$ cat src/rtl/bus_initiator.sv
// bus_initiator: single-outstanding CPU-bus initiator. A request is accepted in
// IDLE, presented for one ADDR cycle (SYNC only), then strobed until bus_ack;
// completion is reported for one cycle in DONE. All outputs are registered and
// computed from the next state, so they change together with the FSM.
// Optional feature: define BUS_INITIATOR_TIMEOUT_EN to bound the STROBE wait to
// TIMEOUT cycles and report rsp_err=1 on expiry.
module bus_initiator #(
  parameter int unsigned TIMEOUT = 64
) (
  input  logic        clk_sys,
  input  logic        reset_n,
  input  logic        req_valid,
  output logic        req_ready,
  input  logic        req_we,
  input  logic [1:0]  req_wtbt,
  input  logic [15:0] req_addr,
  input  logic [15:0] req_wdata,
  output logic        rsp_valid,
  output logic [15:0] rsp_rdata,
  output logic        rsp_err,
  output logic        bus_sync,
  output logic        bus_stb,
  output logic        bus_we,
  output logic [1:0]  bus_wtbt,
  output logic [15:0] bus_addr,
  output logic [15:0] bus_dout,
  input  logic [15:0] bus_din,
  input  logic        bus_ack
);

  localparam int unsigned DW = 16;
  localparam int unsigned BW = 2;

  // Elaboration-time guard on the timeout range
  if (TIMEOUT < 2 || TIMEOUT > 255) begin : g_bad_timeout
    $error("bus_initiator: TIMEOUT must be in 2..255");
  end

  typedef enum logic [1:0] {
    ST_IDLE   = 2'd0,
    ST_ADDR   = 2'd1,
    ST_STROBE = 2'd2,
    ST_DONE   = 2'd3
  } state_e;

  state_e          state_q, state_d;
  logic            we_q, we_d;
  logic [BW-1:0]   wtbt_q, wtbt_d;
  logic [DW-1:0]   addr_q, addr_d;
  logic [DW-1:0]   wdata_q, wdata_d;
  logic [DW-1:0]   rdata_q, rdata_d;

  logic            req_ready_q, req_ready_d;
  logic            rsp_valid_q, rsp_valid_d;
  logic            sync_q, sync_d;
  logic            stb_q, stb_d;
  logic            bus_we_q, bus_we_d;
  logic [BW-1:0]   bus_wtbt_q, bus_wtbt_d;
  logic [DW-1:0]   bus_addr_q, bus_addr_d;
  logic [DW-1:0]   bus_dout_q, bus_dout_d;
  logic            xfer_d;

`ifdef BUS_INITIATOR_TIMEOUT_EN
  localparam int unsigned CW = 8;
  localparam logic [CW-1:0] TERM_CNT = CW'(TIMEOUT - 1);
  logic [CW-1:0]   cnt_q, cnt_d;
  logic            err_q, err_d;
`endif

  // Next-state, captured request fields and completion data
  always_comb begin
    state_d = state_q;
    we_d    = we_q;
    wtbt_d  = wtbt_q;
    addr_d  = addr_q;
    wdata_d = wdata_q;
    rdata_d = rdata_q;
`ifdef BUS_INITIATOR_TIMEOUT_EN
    cnt_d   = cnt_q;
    err_d   = err_q;
`endif
    unique case (state_q)
      ST_IDLE: begin
        if (req_valid && req_ready_q) begin
          we_d    = req_we;
          wtbt_d  = req_wtbt;
          addr_d  = req_addr;
          wdata_d = req_we ? req_wdata : '0;
          state_d = ST_ADDR;
        end
      end
      ST_ADDR: begin
`ifdef BUS_INITIATOR_TIMEOUT_EN
        cnt_d   = '0;
`endif
        state_d = ST_STROBE;
      end
      ST_STROBE: begin
        if (bus_ack) begin
          rdata_d = we_q ? '0 : bus_din;
`ifdef BUS_INITIATOR_TIMEOUT_EN
          err_d   = 1'b0;
`endif
          state_d = ST_DONE;
        end
`ifdef BUS_INITIATOR_TIMEOUT_EN
        else if (cnt_q == TERM_CNT) begin
          rdata_d = '0;
          err_d   = 1'b1;
          state_d = ST_DONE;
        end else begin
          cnt_d   = cnt_q + CW'(1);
        end
`endif
      end
      ST_DONE: begin
        state_d = ST_IDLE;
      end
      default: begin
        state_d = ST_IDLE;
      end
    endcase

    // Output values for the cycle the FSM is about to enter
    xfer_d      = (state_d == ST_ADDR) || (state_d == ST_STROBE);
    req_ready_d = (state_d == ST_IDLE);
    rsp_valid_d = (state_d == ST_DONE);
    sync_d      = xfer_d;
    stb_d       = (state_d == ST_STROBE);
    bus_we_d    = xfer_d && we_d;
    bus_wtbt_d  = xfer_d ? wtbt_d : '0;
    bus_addr_d  = xfer_d ? addr_d : '0;
    bus_dout_d  = xfer_d ? wdata_d : '0;
  end

  // State, request fields and registered outputs
  always_ff @(posedge clk_sys or negedge reset_n) begin
    if (!reset_n) begin
      state_q     <= ST_IDLE;
      we_q        <= 1'b0;
      wtbt_q      <= '0;
      addr_q      <= '0;
      wdata_q     <= '0;
      rdata_q     <= '0;
      req_ready_q <= 1'b0;
      rsp_valid_q <= 1'b0;
      sync_q      <= 1'b0;
      stb_q       <= 1'b0;
      bus_we_q    <= 1'b0;
      bus_wtbt_q  <= '0;
      bus_addr_q  <= '0;
      bus_dout_q  <= '0;
    end else begin
      state_q     <= state_d;
      we_q        <= we_d;
      wtbt_q      <= wtbt_d;
      addr_q      <= addr_d;
      wdata_q     <= wdata_d;
      rdata_q     <= rdata_d;
      req_ready_q <= req_ready_d;
      rsp_valid_q <= rsp_valid_d;
      sync_q      <= sync_d;
      stb_q       <= stb_d;
      bus_we_q    <= bus_we_d;
      bus_wtbt_q  <= bus_wtbt_d;
      bus_addr_q  <= bus_addr_d;
      bus_dout_q  <= bus_dout_d;
    end
  end

`ifdef BUS_INITIATOR_TIMEOUT_EN
  // STROBE wait counter and error flag
  always_ff @(posedge clk_sys or negedge reset_n) begin
    if (!reset_n) begin
      cnt_q <= '0;
      err_q <= 1'b0;
    end else begin
      cnt_q <= cnt_d;
      err_q <= err_d;
    end
  end

  assign rsp_err = err_q;
`else
  assign rsp_err = 1'b0;
`endif

  assign req_ready = req_ready_q;
  assign rsp_valid = rsp_valid_q;
  assign rsp_rdata = rdata_q;
  assign bus_sync  = sync_q;
  assign bus_stb   = stb_q;
  assign bus_we    = bus_we_q;
  assign bus_wtbt  = bus_wtbt_q;
  assign bus_addr  = bus_addr_q;
  assign bus_dout  = bus_dout_q;

endmodule
$ cat config.mk
export PLATFORM = sky130hd
export DESIGN_NAME = bus_initiator
export DESIGN_NICKNAME = d
export VERILOG_FILES = /design/src/rtl/bus_initiator.sv
export SDC_FILE = /design/constraint.sdc
export NUM_CORES = 1
export LEC_CHECK = 0
export ABC_CLOCK_PERIOD_IN_PS = 2200
export BUFFER_PORTS_ARGS = -buffer_cell sky130_fd_sc_hd__buf_2
export CORE_MARGIN = 2
export CORE_UTILIZATION = 52
export CTS_CLUSTER_DIAMETER = 200
export DETAILED_ROUTE_END_ITERATION = 12
export PLACE_DENSITY = 0.79
export SLEW_MARGIN = 5
export SYNTH_ARGS = -nofsm -noshare
export SYNTH_HDL_FRONTEND = slang
export SYNTH_SLANG_ARGS = --single-unit
$ cat constraint.sdc
create_clock -name clk_sys -period 2.2 [get_ports clk_sys]
set_input_delay 0.22 -clock clk_sys [delete_from_list [all_inputs] [get_ports clk_sys]]
set_output_delay 0.22 -clock clk_sys [all_outputs]
set_load 0.02 [all_outputs]
**Word-level counts from Yosys, hierarchy flattened**

Index checks and enable logic that the tools add are counted.

- Input bits: 55
- Output and inout port bits: 56
- Logic and storage cells: 42
- Register bits after elaboration: 92

- Reductions and logical operators: 6
- Multiplexer cells: 16
- Equal/unequal tests: 6

Operators by type and width:

| operator | count |
|---|---|
| $mux 16 | 8 |
| $mux 2 | 5 |
| $eq 2x2->1 const B | 4 |
| $pmux 2 s4 | 1 |
| $eq 2x1->1 const B | 2 |
| $logic_not 2->1 | 2 |
| $logic_and 1x1->1 | 2 |
| $mux 1 | 2 |
| $reduce_and 2->1 | 1 |
| $logic_or 1x1->1 | 1 |

**Longest topological paths before layout**

- Depth in word-level cells: 6
- Mapped depth: 9

**Worst setup path before layout**

No wires, ideal clock.

- Path type: register to register
- From: register state_q[0]
- To: register bus_dout_q[2] (netlist: bus_dout[2])
- Arrival time: 1.711 ns
- Required time: 2.121 ns
- Period minus slack after synthesis: 1.790 ns
- Setup slack: 0.410 ns
- Stages on the path, launching flop included: 10
- Buffers on the path: 2
- Cell sequence: dfrtp_1 > inv_1 > ha_1 > o21ai_0 > mux2i_1 > ha_1 > buf_2 > clkbuf_1 > nand3_1 > mux2i_1

- Cells in the longest elaborated chain, start to end: 5

RTL lines:

| what | RTL line | RTL |
|---|---|---|
| start: declaration | 46 | `state_e state_q, state_d;` |
| start signal: assignment | 154 | `state_q <= state_d;` |
| $eq 2x2->1 (tied with other cells) | 82 | `unique case (state_q)` |
| $pmux 2 s4 * | 82 |  |
| net state_d[0] | 46 |  |
| $eq 2x1->1 or $eq 2x2->1 (tied branches) | 125 | `xfer_d = (state_d == ST_ADDR) \|\| (state_d == ST_STROBE);` |
| $logic_or 1x1->1 * | 125 |  |
| $mux 16 * | 133 | `bus_dout_d = xfer_d ? wdata_d : '0;` |
| net bus_dout_d[2] | 60 | `logic [DW-1:0] bus_dout_q, bus_dout_d;` |
| end signal: assignment | 167 | `bus_dout_q <= bus_dout_d;` |
| end: declaration | 60 |  |

Mark *: on every way through the listed nets, which the timed path passes. The rest lies on a longest branch.
A chain may end at the register's enable or synchronous reset.

**Worst setup path after layout**

- From: register state_q[0]
- To: register bus_dout_q[14] (netlist: bus_dout[14])

The elaborated chain is that of the path after synthesis.

==> out/qor.txt <==
setup TNS - 0 ps
Post-Syn Area - 0.00406 mm^2
Seq pwr share - 36.4%
share of layout cells above drive strength 1 - 38.0%
Post CTS Setup Buffer Count - 0
RSZ-0062 raised after global routing - no
CP startpoint - state_q[0]$_DFF_PN0_
grt total ovfl - 0
area of the multi-input gates - 0.00155 mm^2
top cell family by delay on the critical path - adder cells
TritonCTS clock tree - done
final hold viol count - 0
Synth Instances - 336
CP most frequent cell - mux2i_1
CP peak stage delay - 400 ps
flop2flop setup slack - 280 ps
dominant synthesized flop cell - dfrtp_1
vias in the first global route - 2773
area grow syn2layout - 20.5%
sequential area share after synthesis - 56.8%
DRT Pass-1 Iters - 4
Syn. warnings - 0
number of max-slew violations in the final report - 0
switch share - 40.5%
ANT nets after route - 0
Clock Skews - 11.8 ps
Die H - 92.3 um
maxcap violations - 0
Ant. Diodes - 0
total power - 7.62 mW
Routability Congestion - 0.719
CP arrival - 2190 ps
combinational share of power - 50.2%
Port Buffers - 109
Initial Util - 53.0%
Internal - 4.53 mW
CP startpoint kind - register
initial drt markers - 97
CP max stage cell - ha_2
hold buffer count at cts - 1
DIE AREA - 0.00852 mm^2
H-tree lvl count - 3
DRC errors left - 0
worst path cell trace - inv_1, ha_1, o21ai_0, mux2i_1, ha_2, buf_12, nand3_1, mux2i_1
Final nets - 501
Max IR drop VDD - 1.02 mV
Fillers - 626
post-synth cell types - 18
CP endpoint kind - register
most common cell after layout, fill and taps aside - buf_2
Post-Syn Nets - 397
crit share post-route - 87.3%
die width - 92.3 um
Synth area leaders - dfrtp_1 57%, mux2i_1 13%, mux2_4 7.0%, nand2_1 6.5%, mux2_2 4.7%
final WL - 7650 um
Yosys reg bits - 92
post-CTS sizing - 0
detailed placement HPWL - 5200 um
largest net degree at the start of global routing - 41
area share of the largest cell type after synthesis - 56.8%
io pins - 111
clock power share - 13.4%
min-delay src - req_addr[9]
Row Count - 32
Lkg Pwr - 2.44 nW
RR Startpoint - state_q[0]$_DFF_PN0_
Reg area - 0.00230 mm^2
Sw Pwr - 3.09 mW
WL/cell - 14.0 um
status - completed
crit path max fanout - 32
Worst Setup Path Type - reg2reg
first-pass GRT wire length - 12800 um
Via density - 4.96
Root Driver - clkbuf_8
DR vias - 2713
core region area - 0.00765 mm^2
biggest area consumer among synthesized cells - dfrtp_1
Req. time, crit path - 2470 ps
Final Critical Period - 1920 ps
Clock Tree Buf Depth - 2
clock sink count - 92
worst slew pin tran - 602 ps
WP buf/inv - 2
Clock transition at path regs - 90 ps
Max-slew headroom - 59.9%
initial antenna violation count - 0
achievable clock frequency - 0.521 GHz
cell area power density - 1560 mW/mm^2
Post-synth EDFFs - 0
final setup vio count - 0
asr flop ratio synth - 100%
CTS buffer count - 9
clk_lat worst skew - 350 ps
Post-Syn Area per Cell - 12.1 um^2
gr usage total - 19.0%
Worst Hold Class - in2reg
most frequent cells in the layout - 108 x buf_2, 92 x dfrtp_1, 70 x nand2_1, 52 x mux2i_1, 20 x inv_1
==> per-stage QoR <==
stage	hold slack, ps	instance area (um^2)	utilization, %	setup slack, ps	std cells
after floorplan	-75.6	4060	-	410	336
after global placement	233	4700	61.4	448	530
after detailed placement	237	4700	61.4	286	530
after CTS	98.6	4880	63.9	262	547
after global routing	88.5	4880	63.9	127	547
final	115	4880	63.9	280	547
==> cells by family after synthesis <==
group / after synthesis / share of synthesized area, %
flops: 92 / 56.8
fa+ha+maj: 6 / 1.85
buf+inv: 43 / 5.21
simple gates: 104 / 11.2
other cells: 1 / 0.0925
mux: 88 / 24.6
compound gates: 2 / 0.247
==> Yosys cell counts, types with 4 or more instances <==
cell,count
dfrtp_1,92
nand2_1,70
mux2i_1,52
inv_1,20
mux2_4,19
mux2_2,17
nand3_1,16
nor2b_1,16
clkbuf_1,10
buf_4,6
ha_1,6
buf_2,4
==> state kept, by name (all words and copies together) (netlist names) <==
name and cells:
bus_we 1, rsp_valid 1, req_ready 1, bus_stb 1, bus_addr 16, bus_sync 1, wtbt_q 2, addr_q 16
rsp_rdata 16, bus_wtbt 2, we_q 1, bus_dout 16, state_q 2, wdata_q 16
==> path summary, 6_finish.rpt <==
kind                                            end  cells after the start
setup / recovery             bus_dout[14]$_DFF_PN0_                      8
hold / removal                  addr_q[9]$_DFF_PN0_                      2
setup reg to reg             bus_dout[14]$_DFF_PN0_                      8
hold reg to reg            rsp_rdata[7]$_DFFE_PN0P_                      1
max in group asynchronous     wdata_q[15]$_DFF_PN0_                      3
min in group asynchronous        bus_sync$_DFF_PN0_                      2
==> power by group through the flow <==
stage | logic, mW | clock network, mW | registers [mW]
finish | 3.82 | 1.02 | 2.78
global placement | 3.69 | 0 | 2.78
floorplan | 2.31 | 0 | 3.20
CTS | 3.89 | 1.06 | 2.78
detailed placement | 3.87 | 0 | 2.81
global route | 4.25 | 1.12 | 2.86
==> routing by layer <==
layer | vias up | part of all wire (%) | track usage (%)
li1 | 1291 | - | -
met2 | 86 | 50 | 32.8
met4 | 0 | 1.0 | 5.97
met3 | 11 | 6.4 | 5.45
met1 | 1325 | 42 | 23.2
met5 | - | 0 | 0
==> cell type report <==
type                            instances  area share (%)
Clock buffer                           11            2.89
Clock inverter                          5           0.743
Inverter                               20            1.54
Multi-Input combinational cell        201            31.7
Sequential cell                        92            47.1
Tap cell                              102            2.61
Timing Repair Buffer                  116            13.4
Power figures use the tool's default switching activity.
